[src/rtl/uart_ctrl_arb.sv]
// uart_ctrl_arb: round-robin arbiter feeding one UART transmitter, plus a
// single-entry capture buffer with overrun detection on the UART receive side.
module uart_ctrl_arb #(
    parameter int NUM_REQ      = 4,
    parameter int DW           = 8,
    parameter int BUSY_TIMEOUT = 15
) (
    input  logic                  clk,
    input  logic                  n_rst,
    input  logic [NUM_REQ-1:0]    req,
    input  logic [NUM_REQ*DW-1:0] req_data,
    output logic [NUM_REQ-1:0]    ack,
    output logic [DW-1:0]         tx_data,
    output logic                  tx_send,
    input  logic                  tx_busy,
    output logic                  tx_err,
    input  logic                  rx_flag,
    input  logic [DW-1:0]         rx_data,
    input  logic                  parity_error,
    output logic                  rx_flag_clr,
    output logic [DW-1:0]         rx_out_data,
    output logic                  rx_out_perr,
    output logic                  rx_out_valid,
    input  logic                  rx_out_ready,
    output logic                  rx_overrun,
    input  logic                  err_clr
);
    localparam int GW = (NUM_REQ > 1) ? $clog2(NUM_REQ) : 1;
    localparam int CW = $clog2(BUSY_TIMEOUT + 1);
    typedef enum logic [1:0] {IDLE, SEND, WAIT_BUSY, WAIT_DONE} state_t;
    state_t state;
    logic [GW-1:0] grant, last_grant, pick, j;
    logic [CW-1:0] cnt;
    logic [NUM_REQ-1:0] avail;
    logic tx_err_set, rx_take, rx_accept, rx_ign;
    // a requester whose ack is on the bus this cycle has not had a chance to drop req yet
    assign avail      = req & ~ack;
    assign tx_err_set = (state == WAIT_BUSY) && !tx_busy && (cnt == CW'(BUSY_TIMEOUT - 1));
    assign rx_take    = rx_flag && !rx_flag_clr && !rx_ign;
    assign rx_accept  = !rx_out_valid || rx_out_ready;
    // walk downward so the nearest set bit after last_grant is the one left in pick
    always_comb begin
        pick = last_grant;
        j    = '0;
        for (int k = NUM_REQ; k >= 1; k--) begin
            j = GW'((int'(last_grant) + k) % NUM_REQ);
            if (avail[j]) pick = j;
        end
    end
    always_ff @(posedge clk or negedge n_rst) begin
        if (!n_rst) begin
            state      <= IDLE;
            grant      <= '0;
            last_grant <= GW'(NUM_REQ - 1);
            cnt        <= '0;
            ack        <= '0;
            tx_send    <= 1'b0;
            tx_data    <= '0;
            tx_err     <= 1'b0;
        end else begin
            ack     <= '0;
            tx_send <= 1'b0;
            tx_err  <= tx_err_set || (tx_err && !err_clr);
            case (state)
                IDLE: if (|avail) begin
                    grant   <= pick;
                    tx_data <= req_data[int'(pick)*DW +: DW];
                    tx_send <= 1'b1;
                    state   <= SEND;
                end
                SEND: begin
                    cnt   <= '0;
                    state <= WAIT_BUSY;
                end
                WAIT_BUSY: if (tx_busy) begin
                    state <= WAIT_DONE;
                end else if (tx_err_set) begin
                    ack        <= NUM_REQ'(1) << grant;
                    last_grant <= grant;
                    state      <= IDLE;
                end else begin
                    cnt <= cnt + 1'b1;
                end
                WAIT_DONE: if (!tx_busy) begin
                    ack        <= NUM_REQ'(1) << grant;
                    last_grant <= grant;
                    state      <= IDLE;
                end
                default: state <= IDLE;
            endcase
        end
    end
    // the UART flag is still high during the clear pulse and the cycle after it
    always_ff @(posedge clk or negedge n_rst) begin
        if (!n_rst) begin
            rx_flag_clr  <= 1'b0;
            rx_ign       <= 1'b0;
            rx_out_data  <= '0;
            rx_out_perr  <= 1'b0;
            rx_out_valid <= 1'b0;
            rx_overrun   <= 1'b0;
        end else begin
            rx_flag_clr <= rx_take;
            rx_ign      <= rx_flag_clr;
            rx_overrun  <= (rx_take && !rx_accept) || (rx_overrun && !err_clr);
            if (rx_take && rx_accept) begin
                rx_out_data  <= rx_data;
                rx_out_perr  <= parity_error;
                rx_out_valid <= 1'b1;
            end else if (rx_out_valid && rx_out_ready) begin
                rx_out_valid <= 1'b0;
            end
        end
    end
endmodule

[config.mk]
export PLATFORM = sky130hd
export DESIGN_NAME = uart_ctrl_arb
export DESIGN_NICKNAME = d
export VERILOG_FILES = /design/src/rtl/uart_ctrl_arb.sv
export SDC_FILE = /design/constraint.sdc
export NUM_CORES = 1
export LEC_CHECK = 0
export ABC_AREA = 1
export BUFFER_PORTS_ARGS = -buffer_cell sky130_fd_sc_hd__clkbuf_2
export CAP_MARGIN = 10
export CORE_UTILIZATION = 40
export CTS_CLUSTER_SIZE = 8
export DETAILED_ROUTE_END_ITERATION = 10
export PLACE_DENSITY = 0.77
export SETUP_SLACK_MARGIN = 0.15
export SKIP_CTS_REPAIR_TIMING = 1
export SLEW_MARGIN = 20
export SYNTH_ARGS = -nofsm -noshare
export SYNTH_HDL_FRONTEND = slang
export SYNTH_SLANG_ARGS = --single-unit
[constraint.sdc]
create_clock -name clk -period 2.35 [get_ports clk]
set_clock_uncertainty 0.2 [all_clocks]
set_input_delay 0.1175 -clock clk [delete_from_list [all_inputs] [get_ports clk]]
set_output_delay 0.1175 -clock clk [all_outputs]
set_load 0.1 [all_outputs]
* Yosys cells after proc, flatten, opt, wreduce, memory -nomap -nowiden
Index checks and enable logic that the tools add are counted.
Word-level totals: bits of input ports 51, output and inout bits 26, ROM bits 0, register bits 37, bits in latches 0, logic and storage cells 96, memories 0, RAM bits 0
Operators by class: mux-type cells 32, magnitude comparators 4, equal/unequal tests 10, shift-type cells 2, multiply operators 0, $add $sub $neg 5, divide/modulo/power cells 0, bitwise gates (word level) 2, reductions and logical operators 27
Operators with widths (number):
- 32-bit by 6-bit indexed part select with 8-bit output | 1
- 2-bit two-way mux | 11
- 4-bit two-way mux | 5
- 4-bit one-hot mux with 2 select lines | 2
- 2-bit by 3-bit < comparator with 1-bit output (second input constant) | 4
- 2-bit inequality test (second input constant) | 5
- 1-bit logical AND | 9
- 1-bit binary-select mux with 2-bit select | 4
- 1-bit two-way mux | 8
- 2-bit one-hot mux with 4 select lines | 1
- 1-bit logical NOT | 6
- 3-bit AND reduction | 2
- 2-bit nonzero test | 3
- 2-bit by 1-bit adder with 2-bit output (second input constant) | 2
- 2-bit adder (second input constant) | 2
- 4-bit by 1-bit adder with 4-bit output (second input constant) | 1
- 4-bit AND | 1
- 2-bit equality test (second input constant) | 2
- 4-bit equality test (second input constant) | 1
- 4-bit inverter | 1
- 2-bit one-hot mux with 2 select lines | 1
- 4-bit AND reduction | 1
- 4-bit OR reduction | 1
- 1-bit by 2-bit << shifter with 4-bit output (first input constant) | 1
- other kinds (5) | 7

* Depth between registers and ports, before layout
Gate-level depths: netlist of the first run.
depth in word-level cells 9, depth in mapped cells 16, depth with buffers taken out 15

* Worst setup path after synthesis of the first run
Ideal clock, no wire load.
path kind register to register, start register ack[1], end register tx_data[3], setup slack -65 ps, arrival 2095 ps, setup time 120 ps, period minus slack after synthesis 2415 ps, data required time 2030 ps, stages on the path, launching flop included 14, buffers on the path 1, cells stage by stage dfrtp_1 nand3b_4 nand2_2 nand2_4 nand2_4 inv_8 nand3_4 nand2_8 buf_12 nand2_2 nand2_1 nand2_1 nand3_1 nand2_1
Between the ends: cells in the longest elaborated chain, start to end 9, elaborated cells between the ends (all ways) 17, classes of those cells 1 x shift; 12 x mux; 2 x bitwise; 2 x reduce/logical
Ends and longest elaborated chain:
- from (decl) | line 12 | output logic [NUM_REQ-1:0] ack,
- from (signal assigned) | line 78 | ack <= NUM_REQ'(1) << grant;
- from (signal assigned) | line 85 | ack <= NUM_REQ'(1) << grant;
- 4-bit inverter * | line 37 | assign avail = req & ~ack;
- 4-bit AND * | line 37
- 1-bit binary-select mux with 2-bit select | line 47 | if (avail[j]) pick = j;
- 1-bit two-way mux (implied by the code) | line 47
- 2-bit two-way mux (4 in a row) | line 47
- 32-bit by 6-bit indexed part select with 8-bit output | line 67 | tx_data <= req_data[int'(pick)*DW +: DW];
- to (signal assigned) | line 67
- to (decl) | line 13 | output logic [DW-1:0] tx_data,
Mark *: on every way between the ends. The rest lies on a longest branch, timed or not. The select of a mux whose other input is x is not followed. A chain may end at the register's enable or synchronous reset.

* Worst setup path in the final report of the first run
start register last_grant[0], end register tx_data[1]
Between the ends: cells in the longest elaborated chain, start to end 8, elaborated cells between the ends (all ways) 17, classes of those cells 4 x add/sub; 1 x shift; 12 x mux
Ends and longest elaborated chain:
- from (decl) | line 32 | logic [GW-1:0] grant, last_grant, pick, j;
- from (signal assigned) | line 54 | last_grant <= GW'(NUM_REQ - 1);
- from (signal assigned) | line 79 | last_grant <= grant;
- from (signal assigned) | line 86 | last_grant <= grant;
- 2-bit by 1-bit adder with 2-bit output | line 46 | j = GW'((int'(last_grant) + k) % NUM_REQ);
- 1-bit binary-select mux with 2-bit select | line 47
- 1-bit two-way mux (implied by the code) | line 47
- 2-bit two-way mux (3 in a row) | line 47
- 2-bit two-way mux * | line 47
- 32-bit by 6-bit indexed part select with 8-bit output * | line 67
Marks and branches as above.

==> summary.md, run 1 <==
| Metric | Value |
|---|---|
| Status | complete, but fails checks |
| Failing checks | negative hold slack |
| Via density | 4.83 |
| Min Clock Period, post-route | 2200 ps |
| Tcrit/Tclk final | 93.4% |
| Main area contributors after synthesis | dfrtp_1 41%, nand2_1 14%, nand3_1 7.0% |
| Drt first pass iters | 4 |
| Die area | 5700 um^2 |
| Worst setup EP type | register |
| Seq/Total Area, Yosys | 43.0% |
| Antenna violations before repair | 0 |
| Die Span Y | 75.5 um |
| Clock slew at reported path FFs | 80 ps |
| Starting Density | 42.0% |
| #FFs+latches synth | 37 |
| Crit Path Max Fanout | 8 |
| Ys Warns | 0 |
| Remaining antenna violation count | 0 |
| Async set-reset flop share out of synthesis | 100% |
| Footprint of the multi-input gates | 1190 um^2 |
| DRT Wirelength | 5560 um |
| Vias in the first global route | 1677 |
| Max cap viols | 0 |
| R2R depth | 15 |
| Max IR drop VDD | 1.05 mV |
| # port buffers | 76 |
| Layout area overhead | 39.6% |
| Mapped cell area | 2160 um^2 |
| Worst Path Required | 2320 ps |
| Post-synth EDFFs | 0 |
| GR Util All Layers | 16.9% |
| CP max stage delay | 730 ps |
| Crit path arrival time | 2170 ps |
| Commonest cells post-synth | 82 x nand2_1, 35 x dfrtp_1, 30 x nand3_1 |
| H-tree levels | 2 |
| CTS tree | built |
| M3 GR Usage | 4.63% |
| Worst Setup Path Type | reg2reg |
| Met2 usage | 26.8% |
| Die X | 75.5 um |
| P_leak | 0.00162 uW |
| DRC viols | 0 |
| HPWL Detailed | 3490 um |
| Clk buf depth | 2 |
| Most used cell, CP | nand2_1 |
| Inst Count DP | 401 |
| Post-synth top area share | 40.6% |
| Via count | 2104 |
| WL per Instance | 12.8 um |
| Clk root buf | clkbuf_8 |
| Syn Area/Cell | 8.31 um^2 |
| Fmax | 455 MHz |
| Cell variety after synth | 34 |
| Predominant post-synthesis flop cell | dfrtp_1 |
| Final hold violation count | 3 |
| CTS Buf Count | 5 |
| Core Area | 5140 um^2 |
| Top-count cell post-synth | nand2_1 |
| Share of cells above drive strength 1 | 40.4% |
| ANT cells | 0 |
| Slowest library cell on the worst path | dfstp_4 |
| Register area | 937 um^2 |
| Cell chain of the critical path | nand2_4 > inv_4 > nand2_2 > nand2_2 > nor2_4 > nand2_4 > nand2_8 > nand2_8 > nand2_4 > nand2_1 > nand2_1 > nand2_1 > nand2_1 > nand2_1 > nand2_1 |
| Area leader, netlist | dfrtp_1 |
| Clock Latency Late Sink | 280 ps |
| Pwr/cell area | 1610 nW/um^2 |
| IO Pins | 77 |
| Setup crit start kind | register |
| Gr ovfl total | 0 |
| First-pass GRT wire length | 7310 um |
| Fin cells | 436 |
| Worst hold stages | 5 |
| Max-slew violations | 0 |
| Routability Congestion | 0.840 |
| Worst hold path type | in2reg |
| Clock sinks | 37 |
| Post-Syn Instances | 260 |
| Total Nets Final | 418 |
| Row Count | 26 |
| RSZ-0062 raised after global routing | yes |
| Setup tns final | 0 ps |
| Slew @ Worst Pin | 900 ps |
| Filler cells | 493 |
| Min Hold Slack | -18.0 ps |
| Top Usage Layer GRT | met2 |
| M1 GR Usage | 22.5% |
| Pin count of the biggest net entering global routing | 38 |
| 1st-iter DRT viols | 148 |
| Syn_nets | 313 |
| Final setup vio count | 0 |
| Worst rel slew slack | 40.0% |
-- where the power goes --
group	total, uW	internal, uW	switching (uW)
registers	1050	864	189
logic	3380	916	2460
clock network	417	205	212
total	4850	1990	2860
-- cell families (layout without fill, tap and decap cells) --
group                      count (synthesis)  in the layout  share of synthesized area, %
AOI/OAI and AO/OA                         12             12                          3.71
xor gates and xnor gates                   1              1                         0.406
adders and majority gates                  2              2                          1.16
buffers and inverters                     36            136                          8.81
DFF                                       37             37                          43.0
muxes                                      9              9                          4.69
and+or+nand+nor                          163            169                          38.2
-- flip-flops by register name, indices dropped and copies added, names as in the netlist, 2 cells and up --
name and count:
grant 2, ack 4, rx_out_data 8, state 2, cnt 4, last_grant 2, tx_data 8
-- placed cells by master (no fill, tap or decap), types with 7 or more instances in the layout --
master / netlist / routed
buf_4: 0 / 7
clkbuf_2: 0 / 76
dfrtp_1: 35 / 31
dlygate4sd3_1: 0 / 15
inv_1: 26 / 26
mux2_2: 9 / 9
nand2_1: 82 / 76
nand2_2: 12 / 12
nand2_4: 4 / 13
nand3_1: 30 / 28
nor2_1: 15 / 15
-- routing by layer --
layer | part of all wire, % | wire length (um)
met1 | 43 | 2380
met2 | 49 | 2740
met3 | 7.0 | 391
met4 | 0.83 | 46
met5 | 0 | 0
-- layout make-up --
| class | instances | area share, % |
|---|---|---|
| Tap cell | 70 | 2.90 |
| Inverter | 30 | 4.32 |
| Timing Repair Buffer | 98 | 19.3 |
| Clock buffer | 6 | 2.41 |
| Multi-Input combinational cell | 193 | 39.6 |
| Sequential cell | 37 | 31.1 |
| Clock inverter | 2 | 0.332 |
-- critical path: cells and delay by family (launching register included) --
family / cells / cell delay, ps
buffers and inverters: 1 / 80
flip-flops: 1 / 730
AND/OR/NAND/NOR: 14 / 1090
-- through the flow --
| stage | area [um^2] | hold WS [ps] | util, % | worst slack, ps | total power [uW] |
|---|---|---|---|---|---|
| after CTS | 2660 | -223 | 51.8 | 107 | 4380 |
| final | 3020 | -18.0 | 58.7 | 154 | 4850 |
| after global routing | 3020 | 4.80 | 58.7 | 87.7 | 5170 |
| after global placement | 2580 | 85.3 | 50.1 | 180 | 3890 |
| after floorplan | 2160 | -378 | - | 240 | 3590 |
| after detailed placement | 2580 | 84.4 | 50.1 | 109 | 3950 |
-- worst paths after layout --
kind	start	to	slack, ps
max	last_grant[0]	tx_data[1]	150
min	req_data[13]	tx_data[5]	-20
max reg2reg	last_grant[0]	tx_data[1]	150
min reg2reg	rx_flag_clr	rx_ign	210
max in group asynchronous	n_rst	ack[3]	1040
min in group asynchronous	n_rst	rx_out_data[6]	290
(Power assumes the default switching activity.)
==> run 2, diff against run 1 <==
RECOVER_POWER = 50   (was unset)
==> summary.md, run 2 (same netlist as run 1, synthesis figures left out) <==
| Metric | Value |
|---|---|
| Worst rel slew slack | 21.2% |
| Clock Latency Late Sink | 280 ps |
| DRC viols | 0 |
| Core Area | 5140 um^2 |
| Die X | 75.5 um |
| Starting Density | 42.0% |
| Via density | 4.84 |
| Clock sinks | 37 |
| Slew @ Worst Pin | 1190 ps |
| CTS Buf Count | 5 |
| Commonest non-fill, non-tap cells in the layout | 76 x nand2_1, 52 x clkbuf_2, 31 x dfrtp_1 |
| Biggest regs | rx_out_data (8), tx_data (8) |
| DRT Wirelength | 5580 um |
| Failing checks | negative hold slack |
| Gr ovfl total | 0 |
| Worst hold path type | in2reg |
| IO Pins | 77 |
| Setup crit start kind | register |
| Clk root buf | clkbuf_8 |
| First-pass GRT wire length | 7310 um |
| Clock slew at reported path FFs | 80 ps |
| Top layer in use | met4 |
| Via count | 2112 |
| Setup tns final | 0 ps |
| Register area | 937 um^2 |
| Final hold violation count | 3 |
| CTS tree | built |
| 1st-iter DRT viols | 148 |
| Vias in the first global route | 1677 |
| HPWL Detailed | 3490 um |
| Most common cell after layout, fill and taps aside | nand2_1 |
| Clk buf depth | 2 |
| Pin count of the biggest net entering global routing | 38 |
| Layout area overhead | 38.2% |
| Met2 WL | 2750 um |
| Routability Congestion | 0.840 |
| Worst Path Required | 2320 ps |
| Drt first pass iters | 4 |
| Antenna violations before repair | 0 |
| Footprint of the multi-input gates | 1190 um^2 |
| DRT met1 WL | 2420 um |
| Crit path arrival time | 2170 ps |
| Met3 WL | 350 um |
| Share of cells above drive strength 1 | 33.9% |
| Final setup vio count | 0 |
| Fmax | 456 MHz |
| Min Clock Period, post-route | 2190 ps |
| # port buffers | 76 |
| Max cap viols | 0 |
| Die area | 5700 um^2 |
| Worst setup EP type | register |
| Worst Setup Path Type | reg2reg |
| Row Count | 26 |
| Max-slew violations | 0 |
| Min Hold Slack | -17.0 ps |
| Filler cells | 500 |
| ANT cells | 0 |
| Remaining antenna violation count | 0 |
| Tcrit/Tclk final | 93.2% |
| R2R setup slack | 160 ps |
| WL per Instance | 12.8 um |
| H-tree levels | 2 |
| RSZ-0062 raised after global routing | yes |
| GR Util All Layers | 16.9% |
| Total Nets Final | 418 |
| Die Span Y | 75.5 um |
| Crit Path Max Fanout | 8 |
| Status | complete, but fails checks |
[run 2: cell counts in the layout (fill, tap and decap cells not counted)]
Identical to the previous run, type by type.
[run 2: final timing paths]
kind,endpoint,startpoint,cells after the start
setup / recovery,tx_data[1],last_grant[0],15
hold / removal,tx_data[6],req_data[14],5
setup reg to reg,tx_data[1],last_grant[0],15
hold reg to reg,rx_ign,rx_flag_clr,0
max in group asynchronous,ack[3],n_rst,2
min in group asynchronous,rx_out_data[6],n_rst,2
[run 2: critical path: stages (launching register included)]
cell and delay [ps]:
dfstp_4 730, nand2_4 100, inv_4 80, nand2_2 60
nand2_2 100, nor2_4 60, nand2_4 120, nand2_8 90
nand2_8 130, nand2_4 90, nand2_1 80, nand2_1 50
nand2_1 50, nand2_1 50, nand2_1 50, nand2_1 40
[run 2: through the flow]
stage               instance area (um^2)  hold WS (ps)  util, %  instances  worst slack [ps]
floorplan                           2160          -378        -        260               240
global placement                    2580          85.3     50.1        401               180
detailed placement                  2580          84.4     50.1        401               109
CTS                                 2660          -223     51.8        409               107
global route                        2990          4.80     58.1        436              87.7
finish                              2990         -17.0     58.1        436               159
[run 2: area by class of cell]
class / instances / share of cell area, %
Timing Repair Buffer: 98 / 18.5
Clock buffer: 6 / 2.43
Multi-Input combinational cell: 193 / 40.0
Sequential cell: 37 / 31.4
Clock inverter: 2 / 0.335
Tap cell: 70 / 2.93
Inverter: 30 / 4.36
[run 2: metal layers]
metal | vias up | GRT usage, %
li1 | 1048 | -
met2 | 72 | 26.8
met3 | 8 | 4.63
met1 | 984 | 22.5
met5 | - | 0
met4 | 0 | 5.35
Power of run 2 is left out: the tool's default activity adds up to more than one toggle a clock period on the data nets, which glitch-free logic cannot reach.
